**config.mk**
```make
export PLATFORM = sky130hd
export DESIGN_NAME = bank_xbar_arb_flat
export DESIGN_NICKNAME = d
export VERILOG_FILES = /design/src/rtl/bank_pkg.sv /design/src/rtl/bank_xbar_arb_if.sv /design/src/rtl/bank_xbar_arb_fifo.sv /design/src/rtl/bank_xbar_arb.sv /design/src/flat_wrapper.sv
export SDC_FILE = /design/constraint.sdc
export NUM_CORES = 1
export LEC_CHECK = 0
export CORE_UTILIZATION = 40
export CTS_BUF_LIST = sky130_fd_sc_hd__clkbuf_8 sky130_fd_sc_hd__clkbuf_16
export CTS_CLUSTER_SIZE = 40
export DETAILED_ROUTE_END_ITERATION = 8
export GPL_TIMING_DRIVEN = 0
export PLACE_DENSITY = 0.6
export REMOVE_ABC_BUFFERS = 1
export SETUP_SLACK_MARGIN = 0.4
export SLEW_MARGIN = 25
export SYNTH_ARGS = -nofsm -noshare
export SYNTH_HDL_FRONTEND = slang
export SYNTH_SLANG_ARGS = --single-unit
```
**constraint.sdc**
```tcl
create_clock -name clk_i -period 6.79 [get_ports clk_i]
set_input_delay 1.358 -clock clk_i [delete_from_list [all_inputs] [get_ports clk_i]]
set_output_delay 1.358 -clock clk_i [all_outputs]
set_load 0.02 [all_outputs]
```
**src/rtl/bank_pkg.sv**
```systemverilog
// rtl/bank_pkg.sv - shared widths and request struct for the bank request path
package bank_pkg;

  localparam int CH_ID_W   = 2;
  localparam int OPCODE_W  = 2;
  localparam int ADDR_HI   = 31;
  localparam int ADDR_LO   = 4;
  localparam int WBUF_ID_W = 8;
  localparam int ADDR_W    = ADDR_HI - ADDR_LO + 1;

  typedef struct packed {
    logic [OPCODE_W-1:0]  opcode;
    logic [ADDR_W-1:0]    addr;
    logic [WBUF_ID_W-1:0] wbuffer_id;
  } bank_req_t;

  localparam int REQ_W = $bits(bank_req_t);

endpackage

```
**src/rtl/bank_xbar_arb_if.sv**
```systemverilog
// rtl/bank_xbar_arb_if.sv - channel request, HTU request and credit-return signals of bank_xbar_arb
interface bank_xbar_arb_if #(parameter int NUM_CH = 4);
  import bank_pkg::*;

  logic [NUM_CH-1:0]           ch_req_valid_i;
  logic [NUM_CH-1:0]           ch_req_ready_o;
  logic [OPCODE_W*NUM_CH-1:0]  ch_req_opcode_i;
  logic [ADDR_W*NUM_CH-1:0]    ch_req_addr_i;
  logic [WBUF_ID_W*NUM_CH-1:0] ch_req_wbuffer_id_i;

  logic                 arb_htu_valid_o;
  logic                 arb_htu_ready_i;
  logic [CH_ID_W-1:0]   arb_htu_ch_id_o;
  logic [OPCODE_W-1:0]  arb_htu_opcode_o;
  logic [ADDR_W-1:0]    arb_htu_addr_o;
  logic [WBUF_ID_W-1:0] arb_htu_wbuffer_id_o;

  logic                 xbar_rtn_valid_i;
  logic [CH_ID_W-1:0]   xbar_rtn_ch_id_i;
  logic [NUM_CH-1:0]    ch_credit_zero_o;
  logic                 credit_err_o;

  modport slave (
    input  ch_req_valid_i, ch_req_opcode_i, ch_req_addr_i, ch_req_wbuffer_id_i,
    input  arb_htu_ready_i, xbar_rtn_valid_i, xbar_rtn_ch_id_i,
    output ch_req_ready_o, arb_htu_valid_o, arb_htu_ch_id_o, arb_htu_opcode_o,
    output arb_htu_addr_o, arb_htu_wbuffer_id_o, ch_credit_zero_o, credit_err_o
  );

  modport master (
    output ch_req_valid_i, ch_req_opcode_i, ch_req_addr_i, ch_req_wbuffer_id_i,
    output arb_htu_ready_i, xbar_rtn_valid_i, xbar_rtn_ch_id_i,
    input  ch_req_ready_o, arb_htu_valid_o, arb_htu_ch_id_o, arb_htu_opcode_o,
    input  arb_htu_addr_o, arb_htu_wbuffer_id_o, ch_credit_zero_o, credit_err_o
  );

endinterface

```
**src/rtl/bank_xbar_arb_fifo.sv**
```systemverilog
// rtl/bank_xbar_arb_fifo.sv - per-channel sync FIFO, power-of-two depth
module bank_xbar_arb_fifo #(
  parameter int DEPTH = 2,
  parameter int WIDTH = 8
) (
  input  logic             clk_i,
  input  logic             rst_i,
  input  logic             push_i,
  input  logic             pop_i,
  input  logic [WIDTH-1:0] din_i,
  output logic [WIDTH-1:0] dout_o,
  output logic             full_o,
  output logic             empty_o
);

  localparam int AW    = $clog2(DEPTH);
  localparam int PTR_W = AW + 1;

  // Extra pointer MSB distinguishes full from empty when the indices match.
  logic [PTR_W-1:0] wr_ptr_q, wr_ptr_d, rd_ptr_q, rd_ptr_d;
  logic [WIDTH-1:0] mem_q [DEPTH];
  logic             do_push, do_pop;

  assign empty_o = (wr_ptr_q == rd_ptr_q);
  assign full_o  = (wr_ptr_q[AW] != rd_ptr_q[AW]) && (wr_ptr_q[AW-1:0] == rd_ptr_q[AW-1:0]);
  assign dout_o  = mem_q[rd_ptr_q[AW-1:0]];

  assign do_push  = push_i && !full_o;
  assign do_pop   = pop_i && !empty_o;
  assign wr_ptr_d = wr_ptr_q + PTR_W'(do_push);
  assign rd_ptr_d = rd_ptr_q + PTR_W'(do_pop);

  always_ff @(posedge clk_i or posedge rst_i) begin
    if (rst_i) begin
      wr_ptr_q <= '0;
      rd_ptr_q <= '0;
    end else begin
      wr_ptr_q <= wr_ptr_d;
      rd_ptr_q <= rd_ptr_d;
    end
  end

  always_ff @(posedge clk_i) begin
    if (do_push) mem_q[wr_ptr_q[AW-1:0]] <= din_i;
  end

endmodule

```
**src/rtl/bank_xbar_arb.sv**
```systemverilog
// rtl/bank_xbar_arb.sv - round-robin request arbiter with per-channel credits in front of bank_htu
// Optional credit scheduling is enabled by defining BANK_XBAR_ARB_CREDIT_EN.
module bank_xbar_arb
  import bank_pkg::*;
#(
  parameter int NUM_CH     = 4,
  parameter int FIFO_DEPTH = 2,
  parameter int CREDITS    = 8
) (
  input  logic            clk_i,
  input  logic            rst_i,
  bank_xbar_arb_if.slave  bus
);

  localparam int CRED_W = $clog2(CREDITS + 1);

  bank_req_t         fifo_din  [NUM_CH];
  bank_req_t         fifo_dout [NUM_CH];
  logic [NUM_CH-1:0] fifo_full, fifo_empty, fifo_push, fifo_pop, eligible;

  logic               grant_vld;
  logic [CH_ID_W-1:0] grant_id;
  logic               load_ok;
  logic [CH_ID_W-1:0] rr_ptr_q, rr_ptr_d;

  logic               out_valid_q;
  logic [CH_ID_W-1:0] out_ch_q;
  bank_req_t          out_req_q;

  for (genvar k = 0; k < NUM_CH; k++) begin : g_ch
    assign fifo_din[k] = {bus.ch_req_opcode_i[OPCODE_W*k +: OPCODE_W],
                          bus.ch_req_addr_i[ADDR_W*k +: ADDR_W],
                          bus.ch_req_wbuffer_id_i[WBUF_ID_W*k +: WBUF_ID_W]};
    assign fifo_push[k] = bus.ch_req_valid_i[k] && !fifo_full[k];
    assign fifo_pop[k]  = grant_vld && (grant_id == CH_ID_W'(k));

    bank_xbar_arb_fifo #(.DEPTH(FIFO_DEPTH), .WIDTH(REQ_W)) u_fifo (
      .clk_i   (clk_i),
      .rst_i   (rst_i),
      .push_i  (fifo_push[k]),
      .pop_i   (fifo_pop[k]),
      .din_i   (fifo_din[k]),
      .dout_o  (fifo_dout[k]),
      .full_o  (fifo_full[k]),
      .empty_o (fifo_empty[k])
    );
  end

  assign bus.ch_req_ready_o = ~fifo_full;

`ifdef BANK_XBAR_ARB_CREDIT_EN
  logic [CRED_W-1:0] credit_q [NUM_CH];
  logic [CRED_W-1:0] credit_d [NUM_CH];
  logic [NUM_CH-1:0] rtn_hit;
  logic              err_q, err_d;

  for (genvar k = 0; k < NUM_CH; k++) begin : g_cred
    assign rtn_hit[k]  = bus.xbar_rtn_valid_i && (bus.xbar_rtn_ch_id_i == CH_ID_W'(k));
    assign eligible[k] = !fifo_empty[k] && (credit_q[k] != '0);
    assign bus.ch_credit_zero_o[k] = (credit_q[k] == '0);
  end

  // A grant and a return on the same channel cancel; a return at full credit saturates and flags.
  always_comb begin
    err_d = err_q;
    for (int k = 0; k < NUM_CH; k++) begin
      credit_d[k] = credit_q[k];
      if (fifo_pop[k] && !rtn_hit[k]) begin
        credit_d[k] = credit_q[k] - CRED_W'(1);
      end else if (rtn_hit[k] && !fifo_pop[k]) begin
        if (credit_q[k] == CRED_W'(CREDITS)) err_d = 1'b1;
        else                                 credit_d[k] = credit_q[k] + CRED_W'(1);
      end
    end
  end

  always_ff @(posedge clk_i or posedge rst_i) begin
    if (rst_i) begin
      err_q <= 1'b0;
      for (int k = 0; k < NUM_CH; k++) credit_q[k] <= CRED_W'(CREDITS);
    end else begin
      err_q <= err_d;
      for (int k = 0; k < NUM_CH; k++) credit_q[k] <= credit_d[k];
    end
  end

  assign bus.credit_err_o = err_q;
`else
  logic unused_rtn;

  assign unused_rtn           = ^{bus.xbar_rtn_valid_i, bus.xbar_rtn_ch_id_i};
  assign eligible             = ~fifo_empty;
  assign bus.ch_credit_zero_o = '0;
  assign bus.credit_err_o     = 1'b0;
`endif

  assign load_ok = !out_valid_q || bus.arb_htu_ready_i;

  // First eligible channel starting at rr_ptr, wrapping modulo NUM_CH.
  always_comb begin
    logic [CH_ID_W:0] sum;
    grant_vld = 1'b0;
    grant_id  = '0;
    sum       = '0;
    for (int i = 0; i < NUM_CH; i++) begin
      sum = {1'b0, rr_ptr_q} + (CH_ID_W+1)'(i);
      if (sum >= (CH_ID_W+1)'(NUM_CH)) sum = sum - (CH_ID_W+1)'(NUM_CH);
      if (!grant_vld && load_ok && eligible[sum[CH_ID_W-1:0]]) begin
        grant_vld = 1'b1;
        grant_id  = sum[CH_ID_W-1:0];
      end
    end
  end

  always_comb begin
    rr_ptr_d = rr_ptr_q;
    if (grant_vld) begin
      rr_ptr_d = (grant_id == CH_ID_W'(NUM_CH-1)) ? '0 : grant_id + CH_ID_W'(1);
    end
  end

  always_ff @(posedge clk_i or posedge rst_i) begin
    if (rst_i) begin
      rr_ptr_q    <= '0;
      out_valid_q <= 1'b0;
      out_ch_q    <= '0;
      out_req_q   <= '0;
    end else begin
      rr_ptr_q <= rr_ptr_d;
      if (load_ok) begin
        out_valid_q <= grant_vld;
        if (grant_vld) begin
          out_ch_q  <= grant_id;
          out_req_q <= fifo_dout[grant_id];
        end
      end
    end
  end

  assign bus.arb_htu_valid_o      = out_valid_q;
  assign bus.arb_htu_ch_id_o      = out_ch_q;
  assign bus.arb_htu_opcode_o     = out_req_q.opcode;
  assign bus.arb_htu_addr_o       = out_req_q.addr;
  assign bus.arb_htu_wbuffer_id_o = out_req_q.wbuffer_id;

endmodule

```
**src/flat_wrapper.sv**
```systemverilog
// flat-port wrapper written by rule: the top's interface ports become plain ports
module bank_xbar_arb_flat import bank_pkg::*;
#(
  parameter int NUM_CH     = 4,
  parameter int FIFO_DEPTH = 2,
  parameter int CREDITS    = 8
)
  (clk_i, rst_i, bus_ch_req_valid_i, bus_ch_req_opcode_i, bus_ch_req_addr_i, bus_ch_req_wbuffer_id_i, bus_arb_htu_ready_i, bus_xbar_rtn_valid_i, bus_xbar_rtn_ch_id_i, bus_ch_req_ready_o, bus_arb_htu_valid_o, bus_arb_htu_ch_id_o, bus_arb_htu_opcode_o, bus_arb_htu_addr_o, bus_arb_htu_wbuffer_id_o, bus_ch_credit_zero_o, bus_credit_err_o);
  bank_xbar_arb_if #(.NUM_CH(NUM_CH)) bus_i ();
  input  logic clk_i;
  input  logic rst_i;
  input wire logic [$bits(bus_i.ch_req_valid_i)-1:0] bus_ch_req_valid_i;
  input wire logic [$bits(bus_i.ch_req_opcode_i)-1:0] bus_ch_req_opcode_i;
  input wire logic [$bits(bus_i.ch_req_addr_i)-1:0] bus_ch_req_addr_i;
  input wire logic [$bits(bus_i.ch_req_wbuffer_id_i)-1:0] bus_ch_req_wbuffer_id_i;
  input wire logic [$bits(bus_i.arb_htu_ready_i)-1:0] bus_arb_htu_ready_i;
  input wire logic [$bits(bus_i.xbar_rtn_valid_i)-1:0] bus_xbar_rtn_valid_i;
  input wire logic [$bits(bus_i.xbar_rtn_ch_id_i)-1:0] bus_xbar_rtn_ch_id_i;
  output wire logic [$bits(bus_i.ch_req_ready_o)-1:0] bus_ch_req_ready_o;
  output wire logic [$bits(bus_i.arb_htu_valid_o)-1:0] bus_arb_htu_valid_o;
  output wire logic [$bits(bus_i.arb_htu_ch_id_o)-1:0] bus_arb_htu_ch_id_o;
  output wire logic [$bits(bus_i.arb_htu_opcode_o)-1:0] bus_arb_htu_opcode_o;
  output wire logic [$bits(bus_i.arb_htu_addr_o)-1:0] bus_arb_htu_addr_o;
  output wire logic [$bits(bus_i.arb_htu_wbuffer_id_o)-1:0] bus_arb_htu_wbuffer_id_o;
  output wire logic [$bits(bus_i.ch_credit_zero_o)-1:0] bus_ch_credit_zero_o;
  output wire logic [$bits(bus_i.credit_err_o)-1:0] bus_credit_err_o;
  assign bus_i.ch_req_valid_i = bus_ch_req_valid_i;
  assign bus_i.ch_req_opcode_i = bus_ch_req_opcode_i;
  assign bus_i.ch_req_addr_i = bus_ch_req_addr_i;
  assign bus_i.ch_req_wbuffer_id_i = bus_ch_req_wbuffer_id_i;
  assign bus_i.arb_htu_ready_i = bus_arb_htu_ready_i;
  assign bus_i.xbar_rtn_valid_i = bus_xbar_rtn_valid_i;
  assign bus_i.xbar_rtn_ch_id_i = bus_xbar_rtn_ch_id_i;
  assign bus_ch_req_ready_o = bus_i.ch_req_ready_o;
  assign bus_arb_htu_valid_o = bus_i.arb_htu_valid_o;
  assign bus_arb_htu_ch_id_o = bus_i.arb_htu_ch_id_o;
  assign bus_arb_htu_opcode_o = bus_i.arb_htu_opcode_o;
  assign bus_arb_htu_addr_o = bus_i.arb_htu_addr_o;
  assign bus_arb_htu_wbuffer_id_o = bus_i.arb_htu_wbuffer_id_o;
  assign bus_ch_credit_zero_o = bus_i.ch_credit_zero_o;
  assign bus_credit_err_o = bus_i.credit_err_o;
  bank_xbar_arb #(.NUM_CH(NUM_CH), .FIFO_DEPTH(FIFO_DEPTH), .CREDITS(CREDITS)) u_core (.clk_i(clk_i), .rst_i(rst_i), .bus(bus_i));
endmodule
```
Word-level counts from Yosys, hierarchy flattened
Memories as Yosys holds them, arrays and structs flattened. Cells that the tools add are included.

Input bits: 162. Memories kept: 4. Flip-flop bits (word level): 59. RAM bits: 304. Word-level logic and storage cells: 135. Output and inout port bits: 50.

Memory list: u_core.g_ch[0].u_fifo.mem_q (words 2, width 38, rd ports 1, clocked after memory_dff 0, write ports 1, line bank_xbar_arb_fifo.sv:21) `logic [WIDTH-1:0] mem_q [DEPTH];`; u_core.g_ch[1].u_fifo.mem_q (words 2, width 38, rd ports 1, clocked after memory_dff 0, write ports 1, line bank_xbar_arb_fifo.sv:21); u_core.g_ch[2].u_fifo.mem_q (words 2, width 38, rd ports 1, clocked after memory_dff 0, write ports 1, line bank_xbar_arb_fifo.sv:21); u_core.g_ch[3].u_fifo.mem_q (words 2, width 38, rd ports 1, clocked after memory_dff 0, write ports 1, line bank_xbar_arb_fifo.sv:21).

Order comparisons: 9. Add/subtract/negate cells: 16. Multiplexer cells: 32. Bitwise gates (word level): 3. Eq/ne operators: 15. Reductions and logical operators: 42.

Operators by type and width (number): 38-bit binary-select mux with 2-bit select (1); 38-bit two-way mux (2); 1-bit logical AND (27); 2-bit two-way mux (9); 2-bit by 1-bit adder with 2-bit output (8); 1-bit two-way mux (16); 3-bit greater-or-equal comparator (second input constant) (4); 1-bit zero test (12); 2-bit by 3-bit less-than comparator with 1-bit output (second input constant) (4); 1-bit binary-select mux with 2-bit select (4); 2-bit == test (4); 4-bit inverter (2); 2-bit by 1-bit subtractor with 2-bit output (second input constant) (4); 2-bit by 2-bit adder with 3-bit output (second input constant) (2); 1-bit == test (4); 2-bit == test (second input constant) (2); 1-bit != test (4); 2-bit by 1-bit adder with 3-bit output (second input constant) (1); 2-bit by 3-bit greater-or-equal comparator with 1-bit output (second input constant) (1); 2-bit inverter with 3-bit output (1); 2-bit by 1-bit adder with 2-bit output (second input constant) (1); 2-bit by 1-bit == test with 1-bit output (second input constant) (1); 2-bit zero test (1); 2-bit AND reduction (1); 1-bit logical OR (1).

Logic depth before layout (Yosys ltp)
Gate-level depths: netlist (run 1).

Word-level depth: 22. Mapped depth: 12. Mapped depth without buffers: 8.

By module
A second synthesis (run 1) with hierarchy kept.

Cell total of the unflattened synthesis: 812. Area total of the unflattened synthesis: 14662.8 um^2.

By module, submodules not included: bank_xbar_arb_fifo (times used 4, cells an instance 138, area each 2964.1 um^2, sequential area each 2382.3 um^2); bank_xbar_arb (times used 1, cells an instance 260, area each 2806.4 um^2, sequential area each 1076.0 um^2).

Worst setup path before layout (run 1)
OpenSTA, ideal clock, no wires.

Kind: input -> register. Start: input port bus_arb_htu_ready_i. End: register u_core.g_ch[0].u_fifo.rd_ptr_q[1]. Buffers on the path: 3. Library setup time: 0.124 ns. Arrival: 2.785 ns. Cell stages on the path: 10. Path slack: 3.881 ns. Required time: 6.666 ns. Path through: nor2b_1 > a31o_1 > a211o_1 > buf_2 > nor2b_4 > buf_6 > buf_6 > nor2b_1 > ha_1 > xor2_1.

Longest elaborated chain between the ends: 19. Elaborated cells between the ends (all ways): 23. Classes of those cells: add/sub: 1; mux: 8; reduce/logical: 14.

RTL lines: start: declaration (line flat_wrapper.sv:16) `input wire logic [$bits(bus_i.arb_htu_ready_i)-1:0] bus_arb_htu_ready_i;`; 1-bit logical OR * (line bank_xbar_arb.sv:97) `assign load_ok = !out_valid_q || bus.arb_htu_ready_i;`; 1-bit logical AND (line bank_xbar_arb.sv:108) `if (!grant_vld && load_ok && eligible[sum[CH_ID_W-1:0]]) begin`; 1-bit two-way mux (line bank_xbar_arb.sv:108); 1-bit zero test (line bank_xbar_arb.sv:108); 1-bit logical AND (2 in series) (line bank_xbar_arb.sv:108); 1-bit two-way mux (line bank_xbar_arb.sv:108); 1-bit zero test (line bank_xbar_arb.sv:108); 1-bit logical AND (2 in series) (line bank_xbar_arb.sv:108); 1-bit two-way mux (line bank_xbar_arb.sv:108); 1-bit zero test (line bank_xbar_arb.sv:108); 1-bit logical AND (2 in series) (line bank_xbar_arb.sv:108); 2-bit two-way mux (line bank_xbar_arb.sv:108); 2-bit zero test (line bank_xbar_arb.sv:35) `assign fifo_pop[k] = grant_vld && (grant_id == CH_ID_W'(k));`; 1-bit logical AND * (line bank_xbar_arb.sv:35); 1-bit logical AND * (line bank_xbar_arb_fifo.sv:29) `assign do_pop = pop_i && !empty_o;`; 2-bit by 1-bit adder with 2-bit output * (line bank_xbar_arb_fifo.sv:31) `assign rd_ptr_d = rd_ptr_q + PTR_W'(do_pop);`; net u_core.g_ch[0].u_fifo.rd_ptr_d[1] (line bank_xbar_arb_fifo.sv:20) `logic [PTR_W-1:0] wr_ptr_q, wr_ptr_d, rd_ptr_q, rd_ptr_d;`; end signal: assignment (line bank_xbar_arb_fifo.sv:39) `rd_ptr_q <= rd_ptr_d;`; end: declaration (line bank_xbar_arb_fifo.sv:20).

The timed path passes the listed nets; every way through them passes the cells marked *. A chain may end at the register's enable or synchronous reset.

Worst setup path in the final report (run 1)
Start: register u_core.g_ch[1].u_fifo.rd_ptr_q[0]. End: output port bus_ch_req_ready_o[1].

Longest elaborated chain between the ends: 3.

RTL lines: start: declaration (line bank_xbar_arb_fifo.sv:20); start signal: assignment (line bank_xbar_arb_fifo.sv:39); 1-bit == test (line bank_xbar_arb_fifo.sv:25) `assign full_o = (wr_ptr_q[AW] != rd_ptr_q[AW]) && (wr_ptr_q[AW-1:0] == rd_ptr_q[AW-1:0]);`; 1-bit logical AND (line bank_xbar_arb_fifo.sv:25); 4-bit inverter (line bank_xbar_arb.sv:49) `assign bus.ch_req_ready_o = ~fifo_full;`; end: declaration (line flat_wrapper.sv:19) `output wire logic [$bits(bus_i.ch_req_ready_o)-1:0] bus_ch_req_ready_o;`.

No other way between the ends.

==> out/metrics.cfg, run 1 <==
[hold_path]
min-delay-start = u_core.bus.arb_htu_ch_id_o[1]
hold_class = reg2reg

[setup_path]
critPathSlowestCell = dfrtp_4
critPathMaxStageDelay_ns = 0.62
arrival_ns = 2.29
cp_top_family = buffers and inverters
worstSetupStartpointType = flop
worst-setup-path-type = reg2out
regToRegStartpoint = u_core.g_ch[1].u_fifo.rd_ptr_q[0]
startpoint = u_core.g_ch[1].u_fifo.rd_ptr_q[0]
crit_buf_inv = 2
path_max_fanout = 28
cp_data_required_time_ns = 5.43
crit_chain = buf_16, xnor2_1, nand2_1, clkdlybuf4s50_1
setup.worst_path.end_class = output port

[detailed_routing]
drt_wl_total_um = 35000
first_iter_violations = 444
via_per_inst = 5.17
drtAntennaViolNets = 0
post_drt_wl_per_cell_um = 22.0
drt_first_pass_iters = 5
drcViolationCount = 0
vias = 8226

[synthesis]
synthMuxAreaShare_pct = 13.6
async_flop_share_pct = 16.3
synth.avg_cell_area_sq_um = 16.6
synth-edff-count = 304
synth-main-ff-cell = edfxtp_1
mappedNetlistArea_sq_um = 14700
synth-adder-area-share_pct = 1.02
ys_types = 41
synth_top_area_cell = edfxtp_1
ys_seq_area_share_pct = 72.2
synth-warning-count = 0
synthCells = 883
synth_xor_area_share_pct = 1.01
yosysTopAreaCellShare_pct = 62.2
synthSimpleGateAreaFrac_pct = 5.76
synthTopCellsByArea = edfxtp_1 62%, dfrtp_1 10%, mux2i_1 7.8%
synth_top_family_by_area = multiplexers
synth-compound-area-share_pct = 4.20
ys_seq_elements = 363

[finish]
layout_commonest_cell = edfxtp_1
nNetsFinal = 1273
regArea_sq_um = 10600
drive_above_1_share_pct = 15.0
fillerInstances = 2922
syn2layout_area_growth_pct = 28.9
multiInputGateArea_sq_um = 3900
mostFrequentLayoutCells = 304 x edfxtp_1, 203 x clkdlybuf4s50_1, 114 x mux2i_1, 75 x mux2_2, 55 x dfrtp_1
final_util_pct = 52.8

[global_routing]
grt_usage_pct = 19.0
grt_pass1_vias = 8552
grt-ovfl-total = 0
grt_max_degree = 53
grt_pass1_wl_um = 52600
antenna_found_initial = 4

[clocking]
clk_pin_slew_ns = 0.06
cts_buffers = 41
cts.sinks = 363
cts.htree.levels = 2
cts_tree = yes
clk_latency_ns = 0.55
ctsHoldBuffers = 0
cts.path.max_buffers = 3
post_cts_buffers = 0
post_cts_resized = 0
cts_root_buf = clkbuf_16

[sta]
fmax_mhz = 274
rsz0062_at_grt = no
period_needed_ns = 3.65
timing_hold_violations_final = 0
timing.clock.skew_ns = 0.0129
slew_headroom_pct = 54.0
period_share_pct = 53.7
final_max_slew_viol_count = 0
tightestPinTransition_ns = 0.691
holdWs_ns = 0.480
finalSetupViolCount = 0

[power_and_ir_drop]
p_leak_nw = 6.99
total_power_mw = 9.15
power.density_nw_per_um2 = 483
ir_drop_mv = 0.259

[die]
dieArea_sq_um = 37500
die_h_um = 194
num_io_pins = 212
dieWidth_um = 194
coreArea_sq_um = 35800
row_count = 69
start_util_pct = 41.0

[flow_run]
max_cap_viol_count = 0

[place]
dp_hpwl_um = 22800
routabilityCongestion = 0.732
io_buffers = 203

[run_status]
status = finished clean

## metrics by stage
| step | area [sq um] | setup WS [ns] | cells | TNS [ns] |
|---|---|---|---|---|
| after floorplan | 14400 | 1.80 | 831 | 0 |
| after global placement | 17000 | -1.43 | 1495 | -62.92 |
| after detailed placement | 17700 | 2.68 | 1517 | 0 |
| after CTS | 18900 | 3.06 | 1591 | 0 |
| after global routing | 18900 | 3.03 | 1592 | 0 |
| final | 18900 | 3.14 | 1592 | 0 |
## sequential cells by signal, summed over array words and instances, names as in the netlist
signal	cells
u_core.bus.arb_htu_addr_o	28
u_core.bus.arb_htu_ch_id_o	2
u_core.bus.arb_htu_opcode_o	2
u_core.bus.arb_htu_valid_o	1
u_core.bus.arb_htu_wbuffer_id_o	8
u_core.g_ch.u_fifo.mem_q	304
u_core.g_ch.u_fifo.rd_ptr_q	8
u_core.g_ch.u_fifo.wr_ptr_q	8
u_core.rr_ptr_q	2
## cell families after synthesis
kind of cell    Yosys count
mux                     190
flops                   363
xor+xnor                 16
other cells               1
simple gates            145
fa+ha+maj                12
buf+inv                  66
compound gates           90
## area by class of cell
class	instances	area share, %
sequential	363	56.1
multi-input combinational	458	20.6
timing repair buffer	225	13.5
clock buffer	45	5.71
tap	461	3.05
clock inverter	29	0.806
inverter	10	0.211
antenna	1	0.0132
## report_power, final
part	leakage, nW	total [mW]	internal (mW)	switching, mW
logic	2.79	3.48	1.64	1.83
clock network	0.676	2.03	1.17	0.855
registers	3.52	3.64	3.27	0.370
total	6.99	9.15	6.09	3.06
## worst register-to-register path, stage by stage (launching register included)
cell and delay [ns]:
dfrtp_4 0.62, buf_16 0.26, xnor2_1 0.21, nor2b_1 0.39
a211o_4 0.65, nor2b_4 0.61, buf_16 0.23, nor2b_1 0.16
ha_1 0.17, xor2_1 0.13
## Yosys cell counts (10+ instances only)
cell type,count
mux2i_1,114
and3_1,39
nor3b_1,38
dfrtp_1,59
inv_1,10
edfxtp_1,304
a21oi_1,40
ha_1,12
o32ai_1,38
mux2_2,75
nand2_1,44
buf_2,24
clkbuf_1,19
xor2_1,14
## metal layers
layer | share of wire [%] | track usage (%) | vias to the layer above
li1 | - | - | 3858
met1 | 43 | 24.3 | 4085
met2 | 50 | 32.3 | 222
met3 | 5.6 | 3.84 | 55
met4 | 2.0 | 6.43 | 6
met5 | 0.10 | 0 | -
## worst paths after layout
kind	endpoint	slack (ns)	cells past startpoint
setup / recovery	bus_ch_req_ready_o[1]	3.14	4
hold / removal	u_core.bus.arb_htu_ch_id_o[1]	0.48	1
setup reg to reg	u_core.g_ch[0].u_fifo.rd_ptr_q[1]	3.29	9
hold reg to reg	u_core.bus.arb_htu_ch_id_o[1]	0.48	1
max in group asynchronous	u_core.g_ch[3].u_fifo.rd_ptr_q[0]	5.00	3
min in group asynchronous	u_core.bus.arb_htu_wbuffer_id_o[3]	1.16	2
Note: power is estimated with default switching activity, not from simulation.
==> inputs of run 2 (changes only) <==
Clock period 6.79 ns to 3.75 ns, I/O delays scaled along.
==> run 2 against run 1 <==
Compared with the run above: design area is 0.33% higher; utilization is 0.17 points higher; clock power is 81% higher; flip-flop and latch count stayed put; non-clock buffer count is 1 higher; sequential share of layout area is 0.18 points lower; sequential power is 82% higher; largest cell class unchanged.
==> out/metrics.cfg, run 2 (synthesized netlist as in run 1, its figures left out) <==
[finish]
drive_above_1_share_pct = 15.7  ; was 15.0%
nNetsFinal = 1277  ; was 1273
syn2layout_area_growth_pct = 29.3  ; was 28.9%
layout_commonest_cell = edfxtp_1  ; unchanged
fillerInstances = 2920  ; was 2922
largest_reg_flops = 304  ; unchanged
postLayoutCellArea_sq_um = 19000  ; was 18900 sq um
mostFrequentLayoutCells = 304 x edfxtp_1, 203 x clkdlybuf4s50_1, 114 x mux2i_1, 75 x mux2_2, 55 x dfrtp_1  ; unchanged

[die]
coreArea_sq_um = 35800  ; unchanged
dieWidth_um = 194  ; unchanged
start_util_pct = 41.0  ; unchanged
die_h_um = 194  ; unchanged
row_count = 69  ; unchanged
dieArea_sq_um = 37500  ; unchanged
num_io_pins = 212  ; unchanged

[detailed_routing]
drt_first_pass_iters = 5  ; unchanged
wl_met3_um = 2310  ; was 1970 um
drtAntennaViolNets = 0  ; unchanged
top_layer = met5  ; unchanged
dr_wl_met2_um = 18400  ; was 17400 um
via_per_inst = 5.21  ; was 5.17
drt_wl_total_um = 37200  ; was 35000 um
vias = 8322  ; was 8226
first_iter_violations = 457  ; was 444
drcViolationCount = 0  ; unchanged
m1WireLength_um = 15700  ; was 14900 um
post_drt_wl_per_cell_um = 23.3  ; was 22.0 um

[sta]
slew_headroom_pct = 46.9  ; was 54.0%
tightestPinTransition_ns = 0.797  ; was 0.691 ns
holdWs_ns = 0.481  ; was 0.480 ns
fin_ws_ns = 0.557  ; was 3.14 ns
period_needed_ns = 3.19
timing.clock.skew_ns = 0.0128  ; was 0.0129 ns
fmax_mhz = 313
rsz0062_at_grt = no  ; unchanged
period_share_pct = 85.1
final_max_slew_viol_count = 0  ; unchanged
timing_hold_violations_final = 0  ; unchanged
finalSetupViolCount = 0  ; unchanged

[place]
placed_area_sq_um = 17700  ; unchanged
io_buffers = 203  ; unchanged
post-place-ws_ns = 0.188  ; was 2.68 ns
routabilityCongestion = 0.732  ; unchanged
dp_hpwl_um = 22800  ; unchanged

[clocking]
cts_root_buf = clkbuf_16  ; unchanged
cts_buffers = 41  ; unchanged
cts_tree = yes  ; unchanged
clk_latency_ns = 0.55  ; about the same
cts.htree.levels = 2  ; unchanged
clk_pin_slew_ns = 0.06  ; about the same
ctsHoldBuffers = 0  ; unchanged
cts.path.max_buffers = 3  ; unchanged
cts.sinks = 363  ; unchanged

[setup_path]
cpMostUsedCell = buf_16
cp_top_family = buffers and inverters  ; unchanged
crit_buf_inv = 3  ; was 2
reg2reg_depth = 10  ; was 9
setup.worst_path.end_class = flop  ; was output port
critPathMaxStageDelay_ns = 0.62  ; about the same
cp_data_required_time_ns = 4.18  ; was 5.43 ns
crit_chain = buf_16, xnor2_1, nor2b_4, a41o_4, buf_16, nor2b_4, buf_16, nor2b_1, ha_1, xor2_1  ; was buf_16, xnor2_1, nand2_1, clkdlybuf4s50_1
worstSetupStartpointType = flop  ; unchanged
path_max_fanout = 52  ; was 28
worst-setup-path-type = reg2reg  ; was reg2out
r2r_slack_ns = 0.56  ; was 3.29 ns
arrival_ns = 3.62  ; was 2.29 ns
critPathSlowestCell = dfrtp_4  ; unchanged
regToRegStartpoint = u_core.g_ch[1].u_fifo.rd_ptr_q[0]  ; unchanged
r2r-end = u_core.g_ch[0].u_fifo.rd_ptr_q[1]  ; unchanged

[hold_path]
min_path_cells = 1  ; unchanged
hold_class = reg2reg  ; unchanged
hold_path_end = u_core.bus.arb_htu_ch_id_o[1]  ; unchanged
min-delay-start = u_core.bus.arb_htu_ch_id_o[1]  ; unchanged

[power_and_ir_drop]
ir_drop_mv = 0.457  ; was 0.259 mV
total_power_mw = 16.9  ; was 9.15 mW
p_leak_nw = 7.01  ; was 6.99 nW
power.density_nw_per_um2 = 889  ; was 483 nW/um^2

[run_status]
status = finished clean  ; unchanged

[global_routing]
grt-ovfl-total = 0  ; unchanged
grt_usage_pct = 20.0  ; was 19.0%
grt_max_degree = 53  ; unchanged
grt_pass1_wl_um = 54600  ; was 52600 um
grt_pass1_vias = 8648  ; was 8552
antenna_found_initial = 4  ; unchanged

[flow_run]
max_cap_viol_count = 0  ; unchanged

run 2: worst max-delay path by stage:
| stage | start | to | slack (ns) | cells after the start |
|---|---|---|---|---|
| 2_1_floorplan | u_core.g_ch[2].u_fifo.rd_ptr_q[0] | u_core.bus.arb_htu_addr_o[0] | -1.24 | 7 |
| 3_3_place_gp | u_core.g_ch[1].u_fifo.rd_ptr_q[0] | u_core.bus.arb_htu_addr_o[26] | -4.47 | 6 |
| 3_5_place_dp | u_core.g_ch[1].u_fifo.rd_ptr_q[0] | u_core.g_ch[0].u_fifo.rd_ptr_q[1] | 0.19 | 9 |
| 4_1_cts | u_core.g_ch[2].u_fifo.rd_ptr_q[0] | u_core.g_ch[0].u_fifo.rd_ptr_q[1] | 0.45 | 9 |
| 5_1_grt | u_core.g_ch[1].u_fifo.rd_ptr_q[0] | u_core.g_ch[0].u_fifo.rd_ptr_q[1] | 0.42 | 10 |
| 6_report | u_core.g_ch[1].u_fifo.rd_ptr_q[0] | u_core.g_ch[0].u_fifo.rd_ptr_q[1] | 0.56 | 10 |
run 2: power by group:
part	total, mW	switching, mW	internal (mW)
logic	6.60	3.57	3.02
registers	6.61	0.679	5.93
clock network	3.68	1.56	2.13
run 2: metrics by stage:
step	std cells	TNS, ns	utilization [%]
after floorplan	831	-58.33	-
after global placement	1495	-700.50	47.5
after detailed placement	1517	0	49.4
after CTS	1594	0	53.0
after global routing	1596	0	53.0
final	1596	0	53.0
run 2: layer usage:
layer	vias to the layer above	global-route usage [%]
met5	-	0
met3	53	4.33
li1	3872	-
met4	6	6.55
met1	4150	25.5
met2	241	33.8
run 2: layout make-up:
cell class	count	area (sq um)	share of cell area, %
clock buffer	45	1080	5.69
sequential	363	10600	55.9
multi-input combinational	461	3960	20.8
inverter	10	40.0	0.211
tap	461	577	3.04
timing repair buffer	226	2560	13.5
clock inverter	29	153	0.804
antenna	1	2.50	0.0132
run 2: what timing repair did:
action                                  4_1_cts  5_1_grt
gates resized for setup                       5        2
setup buffers                                 1        0
pin swaps                                     2        1
hold endpoints to repair                      0        0
cloned                                        2        1
endpoints found under the setup margin       32        1
==> inputs of run 3 (changes only) <==
Settings changed: CORE_ASPECT_RATIO from default to 1.75, GPL_TIMING_DRIVEN 0 to default.
==> run 3 against run 2 <==
Compared with the run above: sequential share of layout area up 1.6 points; non-clock buffer count down 3; worst setup slack better by 0.42 ns; combinational power down 7.7%; clock skew up 0.0053 ns; routed wire length down 4.8%; fmax up 15%; die area about the same; utilization down 1.9 points; clock-buffer cell count down 5; worst hold slack better by 0.0032 ns; final cell count about the same.
==> out/metrics.cfg, run 3 (synthesized netlist as in run 1, its figures left out) <==
[run_status]
status = finished clean  ; unchanged

[clocking]
clk_latency_ns = 0.53  ; was 0.55 ns
cts.sinks = 363  ; unchanged
post_cts_buffers = 0  ; was 1
cts_buffers = 35  ; was 41
cts_tree = yes  ; unchanged
cts.htree.levels = 2  ; unchanged
ctsHoldBuffers = 0  ; unchanged
cts_root_buf = clkbuf_16  ; unchanged
cts.path.max_buffers = 3  ; unchanged
post_cts_resized = 0  ; was 5
clk_pin_slew_ns = 0.06  ; about the same

[global_routing]
grt_pass1_vias = 8803  ; was 8648
grt_max_degree = 81  ; was 53
grt_pass1_wl_um = 52800  ; was 54600 um
grt_usage_pct = 19.2  ; was 20.0%
antenna_found_initial = 8  ; was 4
grt-ovfl-total = 0  ; unchanged

[setup_path]
cp_data_required_time_ns = 3.00  ; was 4.18 ns
worstSetupStartpointType = flop  ; unchanged
critPathSlowestCell = clkdlybuf4s50_1  ; was dfrtp_4
path_max_fanout = 2  ; was 52
critPathMaxStageDelay_ns = 0.65  ; was 0.62 ns
crit_chain = xor2_1, nand2b_1, clkdlybuf4s50_1  ; was buf_16, xnor2_1, nor2b_4, a41o_4, buf_16, nor2b_4, buf_16, nor2b_1, ha_1, xor2_1
worst-setup-path-type = reg2out  ; was reg2reg
setup.worst_path.end_class = output port  ; was flop
crit_buf_inv = 1  ; was 3
arrival_ns = 2.02  ; was 3.62 ns
cp_top_family = buffers and inverters  ; unchanged
startpoint = u_core.g_ch[2].u_fifo.rd_ptr_q[0]  ; was u_core.g_ch[1].u_fifo.rd_ptr_q[0]
regToRegStartpoint = u_core.g_ch[3].u_fifo.rd_ptr_q[0]  ; was u_core.g_ch[1].u_fifo.rd_ptr_q[0]

[place]
routabilityCongestion = 0.737  ; was 0.732
post-place-ws_ns = 0.572  ; was 0.188 ns
io_buffers = 203  ; unchanged
dp_hpwl_um = 21900  ; was 22800 um
placed_area_sq_um = 17400  ; was 17700 sq um

[detailed_routing]
via_per_inst = 5.18  ; was 5.21
drtAntennaViolNets = 0  ; unchanged
vias = 8258  ; was 8322
drcViolationCount = 0  ; unchanged
first_iter_violations = 443  ; was 457
drt_wl_total_um = 35400  ; was 37200 um
post_drt_wl_per_cell_um = 22.2  ; was 23.3 um
drt_first_pass_iters = 4  ; was 5

[finish]
layout_commonest_cell = edfxtp_1  ; unchanged
postLayoutCellArea_sq_um = 18500  ; was 19000 sq um
syn2layout_area_growth_pct = 25.7  ; was 29.3%
mostFrequentLayoutCells = 304 x edfxtp_1, 203 x clkdlybuf4s50_1, 114 x mux2i_1, 75 x mux2_2, 55 x dfrtp_1  ; unchanged
largest_reg_flops = 304  ; unchanged
drive_above_1_share_pct = 14.6  ; was 15.7%
nNetsFinal = 1265  ; was 1277

[sta]
timing_hold_violations_final = 0  ; unchanged
slew_headroom_pct = 38.3  ; was 46.9%
period_share_pct = 73.9  ; was 85.1%
final_max_slew_viol_count = 0  ; unchanged
period_needed_ns = 2.77  ; was 3.19 ns
tightestPinTransition_ns = 0.925  ; was 0.797 ns
fin_ws_ns = 0.981  ; was 0.557 ns
finalSetupViolCount = 0  ; unchanged
timing.clock.skew_ns = 0.0181  ; was 0.0128 ns
rsz0062_at_grt = no  ; unchanged
fmax_mhz = 361  ; was 313 MHz

[die]
coreArea_sq_um = 36100  ; was 35800 sq um
dieArea_sq_um = 37500  ; about the same
dieWidth_um = 147  ; was 194 um
num_io_pins = 212  ; unchanged
row_count = 92  ; was 69
die_h_um = 255  ; was 194 um
start_util_pct = 40.6  ; was 41.0%

[power_and_ir_drop]
p_leak_nw = 6.78  ; was 7.01 nW
ir_drop_mv = 0.525  ; was 0.457 mV
total_power_mw = 15.8  ; was 16.9 mW
power.density_nw_per_um2 = 855  ; was 889 nW/um^2

[flow_run]
max_cap_viol_count = 0  ; unchanged

[hold_path]
hold_class = reg2reg  ; unchanged
min-delay-start = u_core.g_ch[0].u_fifo.rd_ptr_q[1]  ; was u_core.bus.arb_htu_ch_id_o[1]

## run 3: changes by cell type in the layout (fill, tap and decap cells not counted), sizes merged
cell / delta
clkinvlp: +2
bufinv: -1
inv: -5
a41o: -1
clkinv: -1
diode: +6
clkbuf: -5
a211o: -2
buf: -3
## run 3: final cells by class
| cell class | count | area (sq um) |
|---|---|---|
| antenna | 7 | 17.5 |
| clock buffer | 40 | 956 |
| clock inverter | 24 | 121 |
| fill | 3068 | 17700 |
| inverter | 10 | 38.8 |
| multi-input combinational | 458 | 3820 |
| sequential | 363 | 10600 |
| tap | 470 | 588 |
| timing repair buffer | 223 | 2310 |
## run 3: worst reg2reg max path: stages, from the launching register on
cell and delay, ns:
dfrtp_4 0.48, xnor2_2 0.16, nor2b_1 0.35, a31o_1 0.21
a211o_2 0.11, nor2b_4 0.48, buf_4 0.49, a21oi_1 0.08
o32ai_1 0.30
## run 3: routing by layer
| layer | share of wire, % | global-route usage [%] | routed length [um] |
|---|---|---|---|
| met2 | 55 | 35.3 | 19400 |
| met5 | 0.031 | 0 | 11 |
| met3 | 4.3 | 2.60 | 1520 |
| met4 | 3.6 | 8.94 | 1280 |
| met1 | 37 | 21.8 | 13100 |
## run 3: worst paths after layout
| kind | to | slack, ns | depth (start not counted) |
|---|---|---|---|
| max | bus_ch_req_ready_o[2] | 0.98 | 3 |
| min | u_core.g_ch[0].u_fifo.rd_ptr_q[1] | 0.48 | 1 |
| max reg2reg | u_core.bus.arb_htu_addr_o[14] | 0.98 | 8 |
| min reg2reg | u_core.g_ch[0].u_fifo.rd_ptr_q[1] | 0.48 | 1 |
| max in group asynchronous | u_core.bus.arb_htu_wbuffer_id_o[3] | 2.33 | 3 |
| min in group asynchronous | u_core.bus.arb_htu_addr_o[27] | 0.68 | 2 |
## run 3: power by group
group / internal, mW / switching (mW)
Clock: 1.83 / 1.46
Sequential: 5.92 / 0.478
Combinational: 2.65 / 3.44
## run 3: through the flow
stage          std cells  hold slack (ns)  util [%]  setup TNS [ns]
5_1_grt             1595            0.499      51.1               0
3_5_place_dp        1524            0.473      48.0               0
4_1_cts             1588            0.485      51.0               0
3_3_place_gp        1524            0.472      48.0               0
6_report            1595            0.485      51.1               0
2_1_floorplan        831            0.458         -          -58.33
